$ cat src/rtl/fetch_unit.sv
// MIPS instruction-fetch stage: owns the PC, fetches one word at a time over a
// req/ready + rvalid port, holds it for the decoder until retire, then steers the PC.
module fetch_unit #(
  parameter int                ADDR_WIDTH = 32,
  parameter logic [31:0]       RESET_PC   = 32'h0000_0000
) (
  input  logic                  clk,
  input  logic                  rst,
  output logic                  imem_req,
  output logic [ADDR_WIDTH-1:0] imem_addr,
  input  logic                  imem_ready,
  input  logic                  imem_rvalid,
  input  logic [31:0]           imem_rdata,
  output logic [31:0]           instr,
  output logic                  instr_valid,
  output logic [5:0]            opcode,
  output logic [ADDR_WIDTH-1:0] pc,
  output logic [ADDR_WIDTH-1:0] pc_plus4,
  input  logic                  branch,
  input  logic                  jump,
  input  logic                  zero,
  input  logic                  retire,
  output logic [31:0]           retired_count
);

  typedef enum logic [1:0] {
    ST_IDLE = 2'd0,
    ST_REQ  = 2'd1,
    ST_WAIT = 2'd2,
    ST_EXEC = 2'd3
  } state_t;

  localparam logic [ADDR_WIDTH-1:0] PC_STEP = 32'd4;

  state_t                  state_r;
  logic [ADDR_WIDTH-1:0]   pc_r;
  logic [31:0]             instr_r;
  logic                    instr_valid_r;
  logic                    imem_req_r;
  logic [31:0]             retired_count_r;
  logic [ADDR_WIDTH-1:0]   pc_plus4_s;
  logic [ADDR_WIDTH-1:0]   next_pc_s;

  // Jump keeps the 256 MB region of the fall-through address; it wins over branch.
  function automatic logic [31:0] calc_next_pc(
    input logic [31:0] seq_pc,
    input logic [31:0] ins,
    input logic        br,
    input logic        jp,
    input logic        z
  );
    logic [31:0] target;
    if (jp) begin
      target = {seq_pc[31:28], ins[25:0], 2'b00};
    end else if (br && z) begin
      target = seq_pc + {{14{ins[15]}}, ins[15:0], 2'b00};
    end else begin
      target = seq_pc;
    end
    return target;
  endfunction

  // Fall-through and redirect targets for the held instruction.
  always_comb begin
    pc_plus4_s = pc_r + PC_STEP;
    next_pc_s  = calc_next_pc(pc_plus4_s, instr_r, branch, jump, zero);
  end

  // Fetch sequencer; every output it drives is a register.
  always_ff @(posedge clk or posedge rst) begin
    if (rst) begin
      state_r         <= ST_IDLE;
      pc_r            <= RESET_PC;
      instr_r         <= 32'h0000_0000;
      instr_valid_r   <= 1'b0;
      imem_req_r      <= 1'b0;
      retired_count_r <= 32'h0000_0000;
    end else begin
      case (state_r)
        ST_IDLE: begin
          state_r    <= ST_REQ;
          imem_req_r <= 1'b1;
        end
        ST_REQ: begin
          if (imem_ready) begin
            state_r    <= ST_WAIT;
            imem_req_r <= 1'b0;
          end else begin
            state_r    <= ST_REQ;
            imem_req_r <= 1'b1;
          end
        end
        ST_WAIT: begin
          imem_req_r <= 1'b0;
          if (imem_rvalid) begin
            state_r       <= ST_EXEC;
            instr_r       <= imem_rdata;
            instr_valid_r <= 1'b1;
          end else begin
            state_r <= ST_WAIT;
          end
        end
        ST_EXEC: begin
          if (retire) begin
            state_r         <= ST_REQ;
            imem_req_r      <= 1'b1;
            instr_valid_r   <= 1'b0;
            pc_r            <= next_pc_s;
            retired_count_r <= retired_count_r + 32'd1;
          end else begin
            state_r    <= ST_EXEC;
            imem_req_r <= 1'b0;
          end
        end
        default: begin
          state_r       <= ST_IDLE;
          imem_req_r    <= 1'b0;
          instr_valid_r <= 1'b0;
        end
      endcase
    end
  end

  assign imem_req      = imem_req_r;
  assign imem_addr     = {pc_r[ADDR_WIDTH-1:2], 2'b00};
  assign instr         = instr_r;
  assign instr_valid   = instr_valid_r;
  assign opcode        = instr_r[31:26];
  assign pc            = pc_r;
  assign pc_plus4      = pc_plus4_s;
  assign retired_count = retired_count_r;

endmodule

$ cat config.mk
export PLATFORM = sky130hd
export DESIGN_NAME = fetch_unit
export DESIGN_NICKNAME = d
export VERILOG_FILES = /design/src/rtl/fetch_unit.sv
export SDC_FILE = /design/constraint.sdc
export NUM_CORES = 1
export LEC_CHECK = 0
export ABC_AREA = 1
export ABC_CLOCK_PERIOD_IN_PS = 4100
export CORE_ASPECT_RATIO = 0.75
export CORE_MARGIN = 1
export CORE_UTILIZATION = 51
export DETAILED_ROUTE_END_ITERATION = 10
export MAX_ROUTING_LAYER = met4
export PLACE_DENSITY = 0.82
export SETUP_SLACK_MARGIN = 0.05
export SLEW_MARGIN = 20
export SYNTH_ARGS = -nofsm -noshare
export SYNTH_HDL_FRONTEND = slang
export SYNTH_SLANG_ARGS = --single-unit
$ cat constraint.sdc
create_clock -name clk -period 4.1 [get_ports clk]
set_clock_uncertainty 0.15 [all_clocks]
set_input_delay 1.025 -clock clk [delete_from_list [all_inputs] [get_ports clk]]
set_output_delay 1.025 -clock clk [all_outputs]
set_load 0.03 [all_outputs]
Word level (Yosys, flattened, before mapping)
Cells that the tools add are included.
- add/subtract/negate cells: 3
- eq/ne operators: 5
- muxes and demuxes: 12
- reduce and logical (&&, ||, !) cells: 6
- operators with widths (kind ; number):
    $mux W32 ; 2
    $add A32 B1 Y32 const B ; 1
    $add A32 B3 Y32 const B ; 1
    $add A32 B32 Y32 ; 1
    $pmux W2 S4 ; 1
    $mux W1 ; 5
    $eq A2 B2 Y1 const B ; 2
    $mux W2 ; 2
    $ne A2 B2 Y1 const B ; 2
    $pmux W1 S4 ; 1
    $reduce_and A2 Y1 ; 2
    $reduce_and A3 Y1 ; 1
    $eq A2 B1 Y1 const B ; 1
    $logic_not A2 Y1 ; 1
    $pmux W1 S2 ; 1
    $reduce_bool A2 Y1 ; 1
    $logic_and A1 B1 Y1 ; 1
- flip-flop bits (word level): 100
- input bits: 40
- output and inout bits: 168
- logic and storage cells: 32

Logic depth before layout (Yosys ltp)
Gate-level depths: netlist of run 1.
- word-level depth: 4
- mapped depth: 25
- mapped depth without buffers: 25

Worst setup path after synthesis of run 1
OpenSTA, ideal clock, no wires.
- path type: reg2reg
- start point: register pc_r[2], in the netlist pc[2]
- end point: register pc_r[27], in the netlist pc[27]
- setup time: 0.117 ns
- arrival: 3.060 ns
- data required time: 3.833 ns
- slack: 0.773 ns
- stages on the path, launching flop included: 18
- buffers on the path: 0
- clock period less this slack: 3.327 ns
- cells stage by stage: dfrtp_1 > ha_1 > nand3_2 > nor2_1 > xor2_1 > ha_1 > nand2_1 > inv_1 > nand2_1 > nand2_1 > nand2_1 > nand2_1 > a21oi_1 > nand3_1 > nand3_1 > nand2_1 > nand2_1 > nand2_1
- cells in the longest elaborated chain, start to end: 4
- RTL lines (what ; RTL line ; source):
    start, declared ; 36 ; logic [ADDR_WIDTH-1:0] pc_r;
    start signal, assigned ; 108 ; pc_r <= next_pc_s;
    $add A32 B3 Y32 ; 65 ; pc_plus4_s = pc_r + PC_STEP;
    via pc_plus4[14] ; 18 ; output logic [ADDR_WIDTH-1:0] pc_plus4,
    $add A32 B32 Y32 ; 56 ; target = seq_pc + {{14{ins[15]}}, ins[15:0], 2'b00};
    $mux W32 ; 55 ; end else if (br && z) begin
    $mux W32 ; 53 ; if (jp) begin
The timed path passes the listed nets, and every way through them passes these cells.
A chain may end at the register's enable or synchronous reset.

Worst setup path after layout of run 1
- start point: register pc_r[15], in the netlist pc[15]
- end point: output pc_plus4[20]
- cells in the longest elaborated chain, start to end: 1
- RTL lines (what ; RTL line):
    $add A32 B3 Y32 ; 65
    end, declared ; 18
No other way between the ends.

==> impl_metrics.yaml, run 1 <==
grt:
  top_usage_layer: "met1"
  grt_pass1_vias: 8153
  grtUsageMet1_pct: 52.1
  grt_max_degree: 53
  groute.usage.overall_pct: 36.4
  grt_pass1_wl_mm: 44.6
  antenna_found_initial: 0
  met3_usage_pct: 7.05
  gr-total-overflow: 0
  use_met2_pct: 51.3
worst_setup_path:
  worstPathMaxFanout: 6
  arrival_ns: 2.79
  path_cells: "nand2_1, nor2_1, nand2_1, nor2_1, nand2_1, xor2_1, clkdlybuf4s50_1"
  r2r-start: "pc[9]"
  critPathRequiredTime_ns: 2.92
  cp-end-kind: "output pin"
  rrSetupSlack_ns: 0.37
  critical_path_class: "flip-flop to output pin"
  rr_worst_depth: 16
  critPathBufInv: 1
  critPathLaunch: "pc[15]"
  critical-path-top-delay-family: "buffers and inverters"
  crit_path_start_kind: "flip-flop"
  cp_common_cell: "nand2_1"
  r2r_end: "pc[13]"
  critical-path-slowest-cell: "clkdlybuf4s50_1"
  slowest_delay_ns: 0.77
cts:
  cts_tree: "done"
  cts_htree_levels: 3
  ctsLongestPathBuffers: 2
  cts.sinks: 98
  clkSlewWorstSetupHoldPaths_ns: 0.08
  insertion_delay_ns: 0.36
  cts_buffers: 9
  cts-root-buf: "clkbuf_16"
power_and_ir_drop:
  p_per_area_mw_per_mm2: 964
  max-vdd-ir-drop_uv: 612
  power.leakage_nw: 5.61
finish:
  layout-drive-gt1-share_pct: 5.94
  diodes: 0
  fin_nets: 1504
  areaGrowthSynthToFinish_pct: 28.2
  utilization_pct: 67.9
synthesis:
  synth_compound_area_share_pct: 6.00
  yosysTopAreaCellShare_pct: 29.9
  synth_mux_area_share_pct: 2.61
  synth_cell_types: 43
  synthMostInstantiatedCell: "nand2_1"
  synth_xor_area_share_pct: 5.22
  syn_inst: 1263
  yosysSeqAreaShare_pct: 29.9
  synth_area_per_cell_sq_um: 6.49
  synth_ff_type: "dfrtp_1"
  synthAdderAreaFrac_pct: 5.89
  synth_top_family_by_area: "simple AND/OR/NAND/NOR gates"
  syn_area_sq_mm: 0.00819
  synth-simple-area-share_pct: 35.9
  ys_async_sr_fraction_pct: 100
  netlist_top_cells_count: "nand2_1 (433), inv_1 (200), nor2_1 (113)"
  ys_warn_count: 0
  synth_edf_count: 0
  yosys.area.top_type: "dfrtp_1"
  synth_area_leaders: "dfrtp_1 (30%), nand2_1 (20%), inv_1 (9.2%)"
  synth_seq_cells: 98
die:
  start_util_pct: 53.0
  io_pins: 208
  die_y_um: 112
  die_w_um: 148
  rows: 39
  core_area_sq_mm: 0.0155
  die-area_sq_mm: 0.0166
sta:
  fmax_ghz: 0.252
  fin_crit_ns: 3.96
  max_slew.worst_pin.slew_ns: 1.09
  finalSetupTns_ns: 0
  finalCritPeriodShare_pct: 96.7
  finalHoldViolCount: 0
  setup_viol: 0
  rsz0062_at_grt: "true"
  slew-limit-headroom_pct: 27.1
  drv_slew: 0
place:
  dp_hpwl_mm: 22.1
  io_buffers: 201
  gp_congestion: 1.02
run:
  cap_viol_max_count: 0
min_path:
  hold_class: "flip-flop to flip-flop"
  min_to: "instr_valid"
  hp-start: "instr_valid"
  holdPathStages: 2
routing:
  drtAntennaViolNets: 0
  wire_per_inst_um: 17.3
  drc: 0
  via_per_inst: 5.30
  totalWireLength_mm: 28.3
  dr.pass1.iters: 5
  vias: 8677
  first_iter_violations: 723
status:
  status: "completed"
power breakdown:
group	total [mW]	switching, mW	internal [mW]
clock	0.917	0.431	0.486
combinational	7.34	4.72	2.62
sequential	1.87	0.563	1.31
cells in the final DEF (no fill, tap or decap), types with 3 or more instances in the layout:
cell and count:
o21ai_1 7, a22oi_1 4, nand3_2 3, o21bai_1 3, nand2_2 5, buf_4 9
xor2_1 34, inv_1 199, ha_1 37, conb_1 6, nor2_1 112, nor3_1 17
a21oi_1 51, nand3_1 81, o21ai_0 18, xnor2_1 13, and2_1 3, nor2_2 7
nand4_1 14, nand2_1 432, dfrtp_1 96, a21o_1 3, nand3b_1 5, or2_2 6
mux2_2 19, dlymetal6s2s_1 5, clkbuf_16 9, clkdlybuf4s50_1 196, inv_2 7
metrics by stage:
stage               hold WS (ns)  instance area, sq um  power (mW)  instances  setup slack [ns]
floorplan                  0.357                  8210        6.63       1268             0.363
global placement           0.307                 10200        9.00       1620             0.442
detailed placement         0.312                 10200        9.06       1620             0.442
CTS                        0.330                 10500        10.0       1636             0.131
global route               0.354                 10500        10.9       1636           0.00801
finish                     0.329                 10500        10.1       1636             0.137
routing by layer:
layer  wire, um  vias to the layer above
met5          0                        -
met4        704                        0
met3       3000                       52
met2      11500                      501
met1      13100                     3931
li1           -                     4193
registers in the layout, indices dropped and copies added (netlist names):
signal and count:
imem_req 1, retired_count 32, instr 32, pc 30, state_r 2, instr_valid 1
worst min-delay path, stage by stage (launching register included):
cell and delay [ns]:
dfrtp_1 0.35, nand2_1 0.05, nand2_1 0.05
what timing repair did:
item / 4_1_cts / 5_1_grt
setup buffers: 0 / 0
hold buffers: 0 / 0
endpoints found under the setup margin: 0 / 9
resized for setup: 0 / 9
worst max path at each step:
stage               cells past startpoint            to  slack [ns]
floorplan                               1      imem_req        0.36
CTS                                     5  pc_plus4[14]        0.13
global placement                       20        pc[31]        0.44
global route                           11  pc_plus4[26]       0.008
detailed placement                     20        pc[31]        0.44
finish                                  7  pc_plus4[20]        0.14
area by class of cell:
class | count | area [sq um]
Fill cell | 1384 | 4970
Multi-Input combinational cell | 899 | 4590
Sequential cell | 98 | 2450
Timing Repair Buffer | 211 | 2110
Inverter | 207 | 779
Tap cell | 205 | 256
Clock buffer | 9 | 225
Clock inverter | 7 | 82.6
cell families after synthesis:
kind of cell / Yosys count
and+or+nand+nor: 697
buffers and inverters: 271
DFF: 98
AOI/OAI and AO/OA: 91
xor gates and xnor gates: 48
adders and majority gates: 38
muxes: 19
other: 1
Note: power is estimated with default switching activity, not from simulation.
==> run 2: changes to the inputs <==
--- a/config.mk
+++ b/config.mk
@@ -13,6 +13,7 @@
 export DETAILED_ROUTE_END_ITERATION = 10
 export MAX_ROUTING_LAYER = met4
 export PLACE_DENSITY = 0.82
+export RECOVER_POWER = 100
 export SETUP_SLACK_MARGIN = 0.05
 export SLEW_MARGIN = 20
 export SYNTH_ARGS = -nofsm -noshare
==> run 2 against run 1 <==
Effect of this change: the flow now finishes with violations (capacitance limit, slew limit); maximum frequency down 1.4%; cell area down 0.85%; utilization down 0.57 points; combinational power down 3.4%; critical path depth unchanged; worst setup slack worse by 0.054 ns; flip-flop and latch count unchanged; critical endpoint unchanged; largest cell class unchanged.
==> impl_metrics.yaml, run 2 (synthesis results as in run 1) <==
routing:
  totalWireLength_mm: 28.3
  dr.pass1.iters: 5
  drtAntennaViolNets: 0
  first_iter_violations: 686
  wire_per_inst_um: 17.3
  drc: 0
  vias: 8721
  via_per_inst: 5.33
place:
  io_buffers: 201
  dp_hpwl_mm: 22.1
  gp_congestion: 1.02
  dp_slack_ns: 0.442
  place_area_sq_mm: 0.0102
sta:
  drv_slew: 138
  max_slew.worst_pin.slew_ns: 2.08
  finalCritPeriodShare_pct: 98.0
  fin_crit_ns: 4.02
  setup_ws_ns: 0.0826
  fin_hold_ws_ns: 0.324
  finalSetupTns_ns: 0
  slew-limit-headroom_pct: -38.8
  finalHoldViolCount: 0
  setup_viol: 0
  rsz0062_at_grt: "true"
  fmax_ghz: 0.249
finish:
  layout-drive-gt1-share_pct: 5.10
  areaGrowthSynthToFinish_pct: 27.1
  diodes: 0
  most-common-layout-cells: "nand2_1 (434), inv_1 (201), dlygate4sd3_1 (156)"
  fillers: 1407
  fin_area_sq_mm: 0.0104
  fin_nets: 1504
  final_common_cell: "nand2_1"
grt:
  top_usage_layer: "met1"
  antenna_found_initial: 0
  met3_usage_pct: 7.05
  grt_pass1_vias: 8153
  gr-total-overflow: 0
  grtUsageMet1_pct: 52.1
  grt_pass1_wl_mm: 44.6
  grt_max_degree: 53
  use_met2_pct: 51.3
  groute.usage.overall_pct: 36.4
min_path:
  hold_class: "flip-flop to flip-flop"
  min_to: "instr_valid"
  hp-start: "instr_valid"
  holdPathStages: 2
cts:
  post_cts_buffers: 0
  cts_tree: "done"
  cts_hold_buf: 0
  cts.sinks: 98
  cts_resized: 0
  insertion_delay_ns: 0.36
  ctsLongestPathBuffers: 2
  cts_htree_levels: 3
  cts-root-buf: "clkbuf_16"
  clkSlewWorstSetupHoldPaths_ns: 0.08
  cts_buffers: 9
worst_setup_path:
  worstPathMaxFanout: 6
  critical_path_class: "flip-flop to output pin"
  rrSetupSlack_ns: 0.36
  cp_common_cell: "nand2_1"
  critPathRequiredTime_ns: 2.92
  path_cells: "nand2_1, nor2_1, nand2_1, nor2_1, nand2_1, xor2_1, dlygate4sd3_1"
  crit_path_start_kind: "flip-flop"
  critPathBufInv: 1
  r2r_end: "pc[13]"
  critical-path-slowest-cell: "dlygate4sd3_1"
  critical-path-top-delay-family: "buffers and inverters"
  slowest_delay_ns: 0.82
  cp-end-kind: "output pin"
  arrival_ns: 2.84
  critPathLaunch: "pc[12]"
  rr_worst_depth: 16
  r2r-start: "pc[9]"
die:
  start_util_pct: 53.0
  io_pins: 208
  die-area_sq_mm: 0.0166
  die_w_um: 148
  core_area_sq_mm: 0.0155
  rows: 39
  die_y_um: 112
power_and_ir_drop:
  max-vdd-ir-drop_uv: 582
  power.leakage_nw: 5.67
  p_per_area_mw_per_mm2: 946
status:
  status: "finished with violations"
  violations: "capacitance limit, slew limit"
run:
  cap_viol_max_count: 3
==> run 2: changes by cell type in the layout (fill, tap and decap cells not counted), moves of 3 or more <==
cell | previous run | this run
clkdlybuf4s50_1 | 196 | 40
clkbuf_1 | 0 | 7
nor2_1 | 112 | 115
dlygate4sd3_1 | 0 | 156
dlymetal6s2s_1 | 5 | 0
nor2_2 | 7 | 4
==> run 2: final cells by class <==
class / count / area (sq um) / area share (%)
Multi-Input combinational cell: 899 / 4560 / 43.8
Sequential cell: 98 / 2450 / 23.6
Timing Repair Buffer: 211 / 2060 / 19.8
Inverter: 207 / 777 / 7.46
Tap cell: 205 / 256 / 2.46
Clock buffer: 9 / 225 / 2.16
Clock inverter: 7 / 82.6 / 0.793
==> run 2: stage by stage <==
step	cells	utilization (%)	power [mW]
after floorplan	1268	-	6.63
after global routing	1636	67.3	10.6
after detailed placement	1620	65.8	9.06
after CTS	1636	67.7	10.0
final	1636	67.3	9.85
after global placement	1620	65.8	9.00
==> run 2: worst min-delay path: cells and delay by family, from the launching register on <==
kind | cells | cell delay [ns]
DFF | 1 | 0.35
and+or+nand+nor | 2 | 0.10
==> run 2: worst max path at each step <==
stage / endpoint / slack [ns] / cells past startpoint
3_3_place_gp: pc[31] / 0.44 / 20
4_1_cts: pc_plus4[14] / 0.13 / 5
2_1_floorplan: imem_req / 0.36 / 1
5_1_grt: pc_plus4[24] / 0.04 / 8
6_report: pc_plus4[20] / 0.08 / 7
3_5_place_dp: pc[31] / 0.44 / 20
==> run 2: power breakdown <==
part | switching (mW) | internal [mW] | total (mW)
registers | 0.537 | 1.31 | 1.85
logic | 4.71 | 2.38 | 7.09
clock network | 0.430 | 0.486 | 0.917
==> run 2: routing by layer <==
layer	routed length [um]	vias to the layer above	part of all wire [%]
met4	689	0	2.4
met3	3190	46	11
li1	-	4204	-
met5	0	-	0
met1	12800	3984	45
met2	11600	487	41
==> run 3: changes to the inputs <==
--- a/config.mk
+++ b/config.mk
@@ -12,7 +12,7 @@
 export CORE_UTILIZATION = 51
 export DETAILED_ROUTE_END_ITERATION = 10
 export MAX_ROUTING_LAYER = met4
-export PLACE_DENSITY = 0.82
+export PLACE_DENSITY = 0.83
 export RECOVER_POWER = 100
 export SETUP_SLACK_MARGIN = 0.05
 export SLEW_MARGIN = 20
==> run 3 against run 2 <==
Effect of this change: combinational power hardly changed; power is 0.39% lower; final cell count is 0.31% higher; routed wire length is 1.4% lower; sequential power hardly changed; critical endpoint is now pc_plus4[29]; via count is 1.1% lower; flip-flop and latch count stayed put; critical path type unchanged; global-route usage is 1.0 points lower; cell area is 0.32% higher; non-clock buffer count is 5 higher; the run still ends with capacitance limit, slew limit left; utilization is 0.22 points higher.
==> impl_metrics.yaml, run 3 (synthesis results as in run 1) <==
status:
  status: "finished with violations"
  violations: "capacitance limit, slew limit"
place:
  dp_hpwl_mm: 22.1
  place_area_sq_mm: 0.0102
  gp_congestion: 1.05
  dp_cells: 1625
  io_buffers: 201
  dp_slack_ns: 0.603
finish:
  final_cells: 1641
  most-common-layout-cells: "nand2_1 (434), inv_1 (202), dlygate4sd3_1 (162)"
  diodes: 0
  fillers: 1373
  final_common_cell: "nand2_1"
  fin_area_sq_mm: 0.0104
  register_area_sq_mm: 0.00245
  multi_input_area_sq_mm: 0.00455
  layout-drive-gt1-share_pct: 5.01
  utilization_pct: 67.5
  fin_nets: 1509
  areaGrowthSynthToFinish_pct: 27.5
worst_setup_path:
  crit_path_start_kind: "flip-flop"
  cp_common_cell: "nand2_1"
  critical-path-slowest-cell: "dlygate4sd3_1"
  cp-end-kind: "output pin"
  critical_path_class: "flip-flop to output pin"
  arrival_ns: 2.77
  path_cells: "nand2_1, nor2_1, nand2_1, nor2_1, nand3_1, nand2_1, dlygate4sd3_1"
  worstPathMaxFanout: 6
  r2r_end: "pc[31]"
  rr_worst_depth: 20
  rrSetupSlack_ns: 0.52
  slowest_delay_ns: 0.77
  critPathRequiredTime_ns: 2.92
  r2r-start: "pc[11]"
power_and_ir_drop:
  internal-power_mw: 4.14
  power.switching_mw: 5.68
  power.leakage_nw: 5.69
  p_per_area_mw_per_mm2: 939
  power_frac_seq_pct: 18.6
  clockPowerShare_pct: 8.9
  power_frac_comb_pct: 72.5
  max-vdd-ir-drop_uv: 649
  switching_share_pct: 57.8
  total_power_mw: 9.82
cts:
  insertion_delay_ns: 0.37
  cts.sinks: 98
  cts-root-buf: "clkbuf_16"
  cts_htree_levels: 3
  cts_hold_buf: 0
  cts_buffers: 9
  clkSlewWorstSetupHoldPaths_ns: 0.08
  ctsLongestPathBuffers: 2
  cts_tree: "done"
routing:
  vias: 8626
  via_per_inst: 5.26
  first_iter_violations: 795
  wire_per_inst_um: 17.0
  dr.pass1.iters: 5
  drc: 0
  drtAntennaViolNets: 0
  totalWireLength_mm: 27.9
sta:
  fin_hold_ws_ns: 0.325
  fin_crit_ns: 3.94
  slew-limit-headroom_pct: -56.9
  rsz0062_at_grt: "false"
  setup_ws_ns: 0.157
  fmax_ghz: 0.254
  finalSetupTns_ns: 0
  finalHoldViolCount: 0
  max_slew.worst_pin.slew_ns: 2.35
  drv_slew: 135
  setup_viol: 0
  finalCritPeriodShare_pct: 96.2
grt:
  antenna_found_initial: 0
  grt_pass1_vias: 7919
  groute.usage.overall_pct: 35.4
  grt_pass1_wl_mm: 43.8
  gr-total-overflow: 0
  grt_max_degree: 58
min_path:
  holdPathStages: 2
  hp-start: "instr_valid"
  min_to: "instr_valid"
  hold_class: "flip-flop to flip-flop"
die:
  die-area_sq_mm: 0.0166
  core_area_sq_mm: 0.0155
  start_util_pct: 53.0
  die_y_um: 112
  rows: 39
  die_w_um: 148
  io_pins: 208
run:
  cap_viol_max_count: 3
-- run 3: timing repair --
item	4_1_cts	5_1_grt
setup endpoints to repair	0	2
buffers inserted	0	0
resized for setup	0	2
-- run 3: final cells by class --
type	instances	area share, %
clock buffers	9	2.16
repair buffers	216	20.2
clock inverters	7	0.695
multi-input cells	899	43.6
flip-flops and latches	98	23.5
inverters	207	7.44
well taps	205	2.46
-- run 3: worst max-delay path, delay by kind of cell (launching register included) --
| kind | cells | cell delay [ns] |
|---|---|---|
| buffers and inverters | 1 | 0.77 |
| and+or+nand+nor | 6 | 1.14 |
| DFF | 1 | 0.50 |
-- run 3: routing by layer --
| metal | vias to the layer above | part of all wire [%] | track usage [%] |
|---|---|---|---|
| met1 | 3932 | 46 | 50.7 |
| met2 | 470 | 41 | 50.4 |
| met3 | 30 | 11 | 8.93 |
| li1 | 4194 | - | - |
| met5 | - | 0 | - |
| met4 | 0 | 1.4 | 6.25 |
-- run 3: power groups by stage --
stage | Clock [mW] | Sequential (mW) | Combinational, mW
floorplan | 0 | 2.36 | 4.27
global placement | 0 | 1.83 | 7.17
detailed placement | 0 | 1.84 | 7.20
CTS | 0.886 | 1.83 | 7.25
global route | 0.919 | 1.87 | 7.73
finish | 0.877 | 1.83 | 7.11
-- run 3: how the worst max path moves through the flow --
stage           start      endpoint  depth (start not counted)
6_report       pc[11]  pc_plus4[29]                          7
3_3_place_gp   pc[10]  pc_plus4[23]                          8
4_1_cts        pc[10]  pc_plus4[23]                          8
5_1_grt        pc[13]  pc_plus4[14]                          6
2_1_floorplan     rst      imem_req                          1
3_5_place_dp   pc[10]  pc_plus4[23]                          8
